--- src/rtl/dense_layer_engine.sv ---
// Fully-connected layer: streams in an N_IN vector, then emits N_OUT saturated fixed-point dot products plus bias.
// Optional ReLU activation when DENSE_LAYER_RELU_EN is defined.
module dense_layer_engine #(
  parameter int DATA_W = 16,
  parameter int FRAC_W = 8,
  parameter int N_IN   = 64,
  parameter int N_OUT  = 10,
  parameter int ACC_W  = 40,
  localparam int WA_W  = (N_IN * N_OUT > 1) ? $clog2(N_IN * N_OUT) : 1,
  localparam int BA_W  = (N_OUT > 1) ? $clog2(N_OUT) : 1
) (
  input  logic              clk,
  input  logic              rst,
  input  logic              en,
  input  logic              s_tvalid,
  output logic              s_tready,
  input  logic [DATA_W-1:0] s_tdata,
  output logic [WA_W-1:0]   w_addr,
  input  logic [DATA_W-1:0] w_rdata,
  output logic [BA_W-1:0]   b_addr,
  input  logic [DATA_W-1:0] b_rdata,
  output logic              m_tvalid,
  input  logic              m_tready,
  output logic [DATA_W-1:0] m_tdata,
  output logic              done
);
  localparam int IW = $clog2(N_IN);
  localparam int CW = $clog2(N_IN + 1);
  localparam logic [IW-1:0]   CNT_LAST = IW'(N_IN - 1);
  localparam logic [CW-1:0]   C_LAST   = CW'(N_IN);
  localparam logic [BA_W-1:0] J_LAST   = BA_W'(N_OUT - 1);
  localparam logic signed [ACC_W-1:0] SMAX = {{(ACC_W-DATA_W+1){1'b0}}, {(DATA_W-1){1'b1}}};
  localparam logic signed [ACC_W-1:0] SMIN = {{(ACC_W-DATA_W+1){1'b1}}, {(DATA_W-1){1'b0}}};

  typedef enum logic [2:0] {IDLE, LOAD, MAC, BIAS, OUT} state_t;
  state_t state, state_nx;

  logic [IW-1:0]             cnt;
  logic [CW-1:0]             c;
  logic [BA_W-1:0]           j;
  logic signed [ACC_W-1:0]   acc;
  logic signed [DATA_W-1:0]  x [N_IN];
  logic signed [DATA_W-1:0]  w_hold, w_op, x_cur, sat, act;
  logic                      stall_q;
  logic [IW-1:0]             xi;
  logic signed [2*DATA_W-1:0] prod;
  logic signed [ACC_W-1:0]   prod_ext, bias_ext, sum_b, shifted;
  logic                      beat;

  assign s_tready = en && !rst && !done && (state == IDLE || state == LOAD);
  assign m_tvalid = (state == OUT);
  assign beat     = s_tvalid && s_tready;
  assign b_addr   = j;
  // Address is held at the last weight while the final product drains.
  assign w_addr   = WA_W'(int'(j) * N_IN + ((c == C_LAST) ? (N_IN - 1) : int'(c)));

  always_comb begin
    state_nx = state;
    case (state)
      IDLE, LOAD: if (beat) state_nx = (cnt == CNT_LAST) ? MAC : LOAD;
      MAC:        if (en && c == C_LAST) state_nx = BIAS;
      BIAS:       if (en) state_nx = OUT;
      OUT:        if (m_tready) state_nx = (j == J_LAST) ? IDLE : MAC;
      default:    state_nx = IDLE;
    endcase
  end

  always_ff @(posedge clk or posedge rst) begin
    if (rst) state <= IDLE;
    else     state <= state_nx;
  end

  // The ROM keeps sampling the frozen address during a stall, so the word
  // returned for the previous address is captured on the first stalled cycle.
  assign w_op     = stall_q ? w_hold : w_rdata;
  assign xi       = IW'(c - CW'(1));
  assign x_cur    = x[xi];
  assign prod     = x_cur * w_op;
  assign prod_ext = {{(ACC_W-2*DATA_W){prod[2*DATA_W-1]}}, prod};
  assign bias_ext = {{(ACC_W-DATA_W-FRAC_W){b_rdata[DATA_W-1]}}, b_rdata, {FRAC_W{1'b0}}};
  assign sum_b    = acc + bias_ext;
  assign shifted  = sum_b >>> FRAC_W;

  always_comb begin
    sat = shifted[DATA_W-1:0];
    if (shifted > SMAX)      sat = {1'b0, {(DATA_W-1){1'b1}}};
    else if (shifted < SMIN) sat = {1'b1, {(DATA_W-1){1'b0}}};
  end

`ifdef DENSE_LAYER_RELU_EN
  assign act = sat[DATA_W-1] ? '0 : sat;
`else
  assign act = sat;
`endif

  always_ff @(posedge clk) begin
    if (beat) x[cnt] <= s_tdata;
  end

  always_ff @(posedge clk or posedge rst) begin
    if (rst) begin
      cnt     <= '0;
      c       <= '0;
      j       <= '0;
      acc     <= '0;
      m_tdata <= '0;
      done    <= 1'b0;
      stall_q <= 1'b0;
      w_hold  <= '0;
    end else begin
      done    <= 1'b0;
      stall_q <= 1'b0;
      case (state)
        IDLE, LOAD: begin
          if (en && state == IDLE) begin
            acc <= '0;
            j   <= '0;
          end
          if (beat) cnt <= (cnt == CNT_LAST) ? '0 : cnt + IW'(1);
        end
        MAC: begin
          stall_q <= !en;
          if (!en && !stall_q) w_hold <= w_rdata;
          if (en) begin
            c <= (c == C_LAST) ? '0 : c + CW'(1);
            if (c != '0) acc <= acc + prod_ext;
          end
        end
        BIAS: begin
          if (en) begin
            acc     <= sum_b;
            m_tdata <= act;
          end
        end
        OUT: begin
          if (m_tready) begin
            acc <= '0;
            c   <= '0;
            if (j == J_LAST) begin
              done <= 1'b1;
              j    <= '0;
            end else begin
              j <= j + BA_W'(1);
            end
          end
        end
        default: ;
      endcase
    end
  end
endmodule

--- config.mk ---
export PLATFORM = sky130hd
export DESIGN_NAME = dense_layer_engine
export DESIGN_NICKNAME = d
export VERILOG_FILES = /design/src/rtl/dense_layer_engine.sv
export SDC_FILE = /design/constraint.sdc
export NUM_CORES = 2
export LEC_CHECK = 0
export BUFFER_PORTS_ARGS = -buffer_cell sky130_fd_sc_hd__buf_2
export CORE_MARGIN = 2
export CORE_UTILIZATION = 50
export DETAILED_ROUTE_END_ITERATION = 8
export HOLD_SLACK_MARGIN = 0.12
export MAX_ROUTING_LAYER = met4
export PLACE_DENSITY = 0.77
export SYNTH_ARGS = -nofsm -noshare
export SYNTH_HDL_FRONTEND = slang
export SYNTH_SLANG_ARGS = --single-unit
--- constraint.sdc ---
create_clock -name clk -period 12.2 [get_ports clk]
set_input_delay 2.44 -clock clk [delete_from_list [all_inputs] [get_ports clk]]
set_output_delay 2.44 -clock clk [all_outputs]
set_load 0.005 [all_outputs]
==> impl_metrics.toml <==
[logic_synthesis]
ys_seq_elements = 1118
synth_cell_types = 79
synthCells = 3679
synthArstFlopShare_pct = 8.408
synth_edf_count = 1024
synth_top_area_share_pct = 53.07
synth_ff_type = "edfxtp_1"
syn-num-nets = 4216
yosysSeqAreaShare_pct = 57.13
syn_area_per_cell_um2 = 15.75
ys_top_cells_by_area = "edfxtp_1 53%, mux4_2 12%, fa_1 11%"
synth_warnings = 0
synth_top_cell_by_area = "edfxtp_1"
synth_area_mm2 = 0.05794

[cts]
clk_transition_reported_paths_ps = 70
cts_buffers = 106
cts_root_buffer = "clkbuf_16"
clk_path_buf_depth = 3
cts_tree = "done"
clock_latency_ps = 720
cts.htree.levels = 3
cts_resized = 0
cts_setup_buffers = 0
cts.sinks = 1118
ctsHoldBuffers = 0

[setup_path]
crit_type = "reg -> reg"
required_ps = 12810
worstSetupEndpointType = "flop"
cp.depth = 30
cp_data_arrival_time_ps = 10990
path_buf_inv = 8
worstRegToRegCells = 30
slowest_delay_ps = 750
worstPathMaxFanout = 82
critPathTopFamily = "adder cells"
slowest_stage = "fa_1"
crit_path_start_kind = "flop"
path_common_cell = "inv_1"

[status]
status = "finished, final reports clean"

[timing]
fin_skew_ps = 45.53
fmax_ghz = 0.09642
finalSetupTns_ps = 0
rsz0062_at_grt = "false"
worst_slew_pin_slew_ps = 1299
maxSlewViolCount = 0
period_minus_slack_ps = 10370
slew-limit-headroom_pct = 13.08
fin_crit_sh_pct = 85.01
finalHoldViolations = 0
timing.final.ws_setup_ps = 1829
setup_violations = 0

[global_routing]
grt_pass1_vias = 33950
grt_first_pass_wirelength_mm = 217.2
track_usage_pct = 25.65
grt_max_degree = 88
grt_remaining_overflow = 0
grt_antenna_before_repair = 11

[floorplan]
die_area_mm2 = 0.1186
rows = 124
die_y_um = 344.4
io_pins = 86
core-area_mm2 = 0.1147
start_util_pct = 50.53
die_w_um = 344.4

[final_layout]
drive_gt1_share_pct = 19.25
fin_nets = 4368
syn_to_final_growth_pct = 10.56
final_cell_mix = "1024 x edfxtp_1, 421 x inv_1, 331 x fa_1"
finalInstanceArea_mm2 = 0.06406
layout_commonest_cell = "edfxtp_1"

[route]
route.detailed.drc = 0
vias = 33000
routed_via_density = 6.071
postRouteAntennaNets = 0
dr.pass1.iters = 5
routed_wl_mm = 144.5
wl_per_cell_um = 26.58
drtIter0Drc = 3885

[placed_design]
io_buffers = 85
dpl_worst_slack_ps = 2040
place_congestion = 0.9534
dpl_cell_area_mm2 = 0.06059
post-dp-hpwl_mm = 90.05

[worst_hold_path]
min_path_type = "reg -> reg"
min_path_cells = 2

[run]
drv_cap = 0
through the flow:
stage / instances / hold WS (ps) / util, %
after floorplan: 3679 / 456.3 / -
final: 5436 / 502.4 / 55.87
after CTS: 5429 / 506.6 / 55.86
after detailed placement: 5235 / 492.2 / 52.84
after global routing: 5436 / 519.5 / 55.87
after global placement: 5235 / 484.1 / 52.84
Yosys cell counts, drive strengths merged, types with 11 or more instances:
cell and instances:
a21o 47, a21oi 101, and2 12, buf 73, clkbuf 77, dfrtp 94
edfxtp 1024, fa 331, ha 153, inv 429, mux2 40, mux2i 34
mux4 321, nand2 172, nand2b 43, nand3 36, nand4 11, nor2 286
nor2b 20, nor3 22, o21a 17, o21ai 95, o22ai 12, xnor2 45
xor2 26
sequential cells by signal (all words and copies together), names as in the netlist:
name and cells:
cnt 6, state 3, acc 40, m_tdata 16, stall_q 1, b_addr 4
c 7, x 1024, w_hold 16, done 1
tightest hold or removal path: stages (launching register included):
cell     delay [ps]
dfrtp_1         340
nor2_1           50
nor2_1           80
cells by family (layout without fill, tap and decap cells):
| family | count (synthesis) | in the layout | share of synthesized area (%) |
|---|---|---|---|
| adder cells (fa/ha/maj) | 484 | 484 | 14.74 |
| XOR/XNOR | 71 | 71 | 1.086 |
| flip-flops | 1118 | 1118 | 57.13 |
| other | 0 | 7 | 0 |
| AND/OR/NAND/NOR | 657 | 657 | 5.116 |
| multiplexers | 395 | 395 | 13.84 |
| AO/OA/AOI/OAI | 374 | 374 | 4.138 |
| buffers and inverters | 580 | 818 | 3.945 |
layout make-up:
type | count | area, um^2
flip-flops and latches | 1118 | 33110
repair buffers | 194 | 1331
diodes | 7 | 17.52
fillers | 8681 | 50590
well taps | 1512 | 1892
clock buffers | 126 | 2749
clock inverters | 68 | 705.7
multi-input cells | 1981 | 22640
inverters | 430 | 1617
routing by layer:
| layer | up-vias | part of all wire (%) | GRT usage (%) |
|---|---|---|---|
| li1 | 13830 | - | - |
| met1 | 17070 | 37 | 32.63 |
| met2 | 1797 | 52 | 42.90 |
| met3 | 298 | 8.0 | 3.616 |
| met4 | 0 | 3.3 | 8.062 |
| met5 | - | 0 | - |
final timing paths:
kind	from	end	slack [ps]
max in group asynchronous	rst	w_hold[1]$_DFFE_PP0P_	9140
worst max register to register	c[0]$_DFFE_PP0P_	acc[32]$_DFFE_PP0P_	1830
worst min-delay path	m_tdata[15]$_DFFE_PP0P_	m_tdata[15]$_DFFE_PP0P_	500
min in group asynchronous	rst	state[0]$_DFFE_PP0P_	1720
worst max-delay path	c[0]$_DFFE_PP0P_	acc[32]$_DFFE_PP0P_	1830
worst min register to register	m_tdata[15]$_DFFE_PP0P_	m_tdata[15]$_DFFE_PP0P_	500
Power is not shown: default switching activity piles up to over one toggle a cycle in this logic, so the estimate is an artifact.
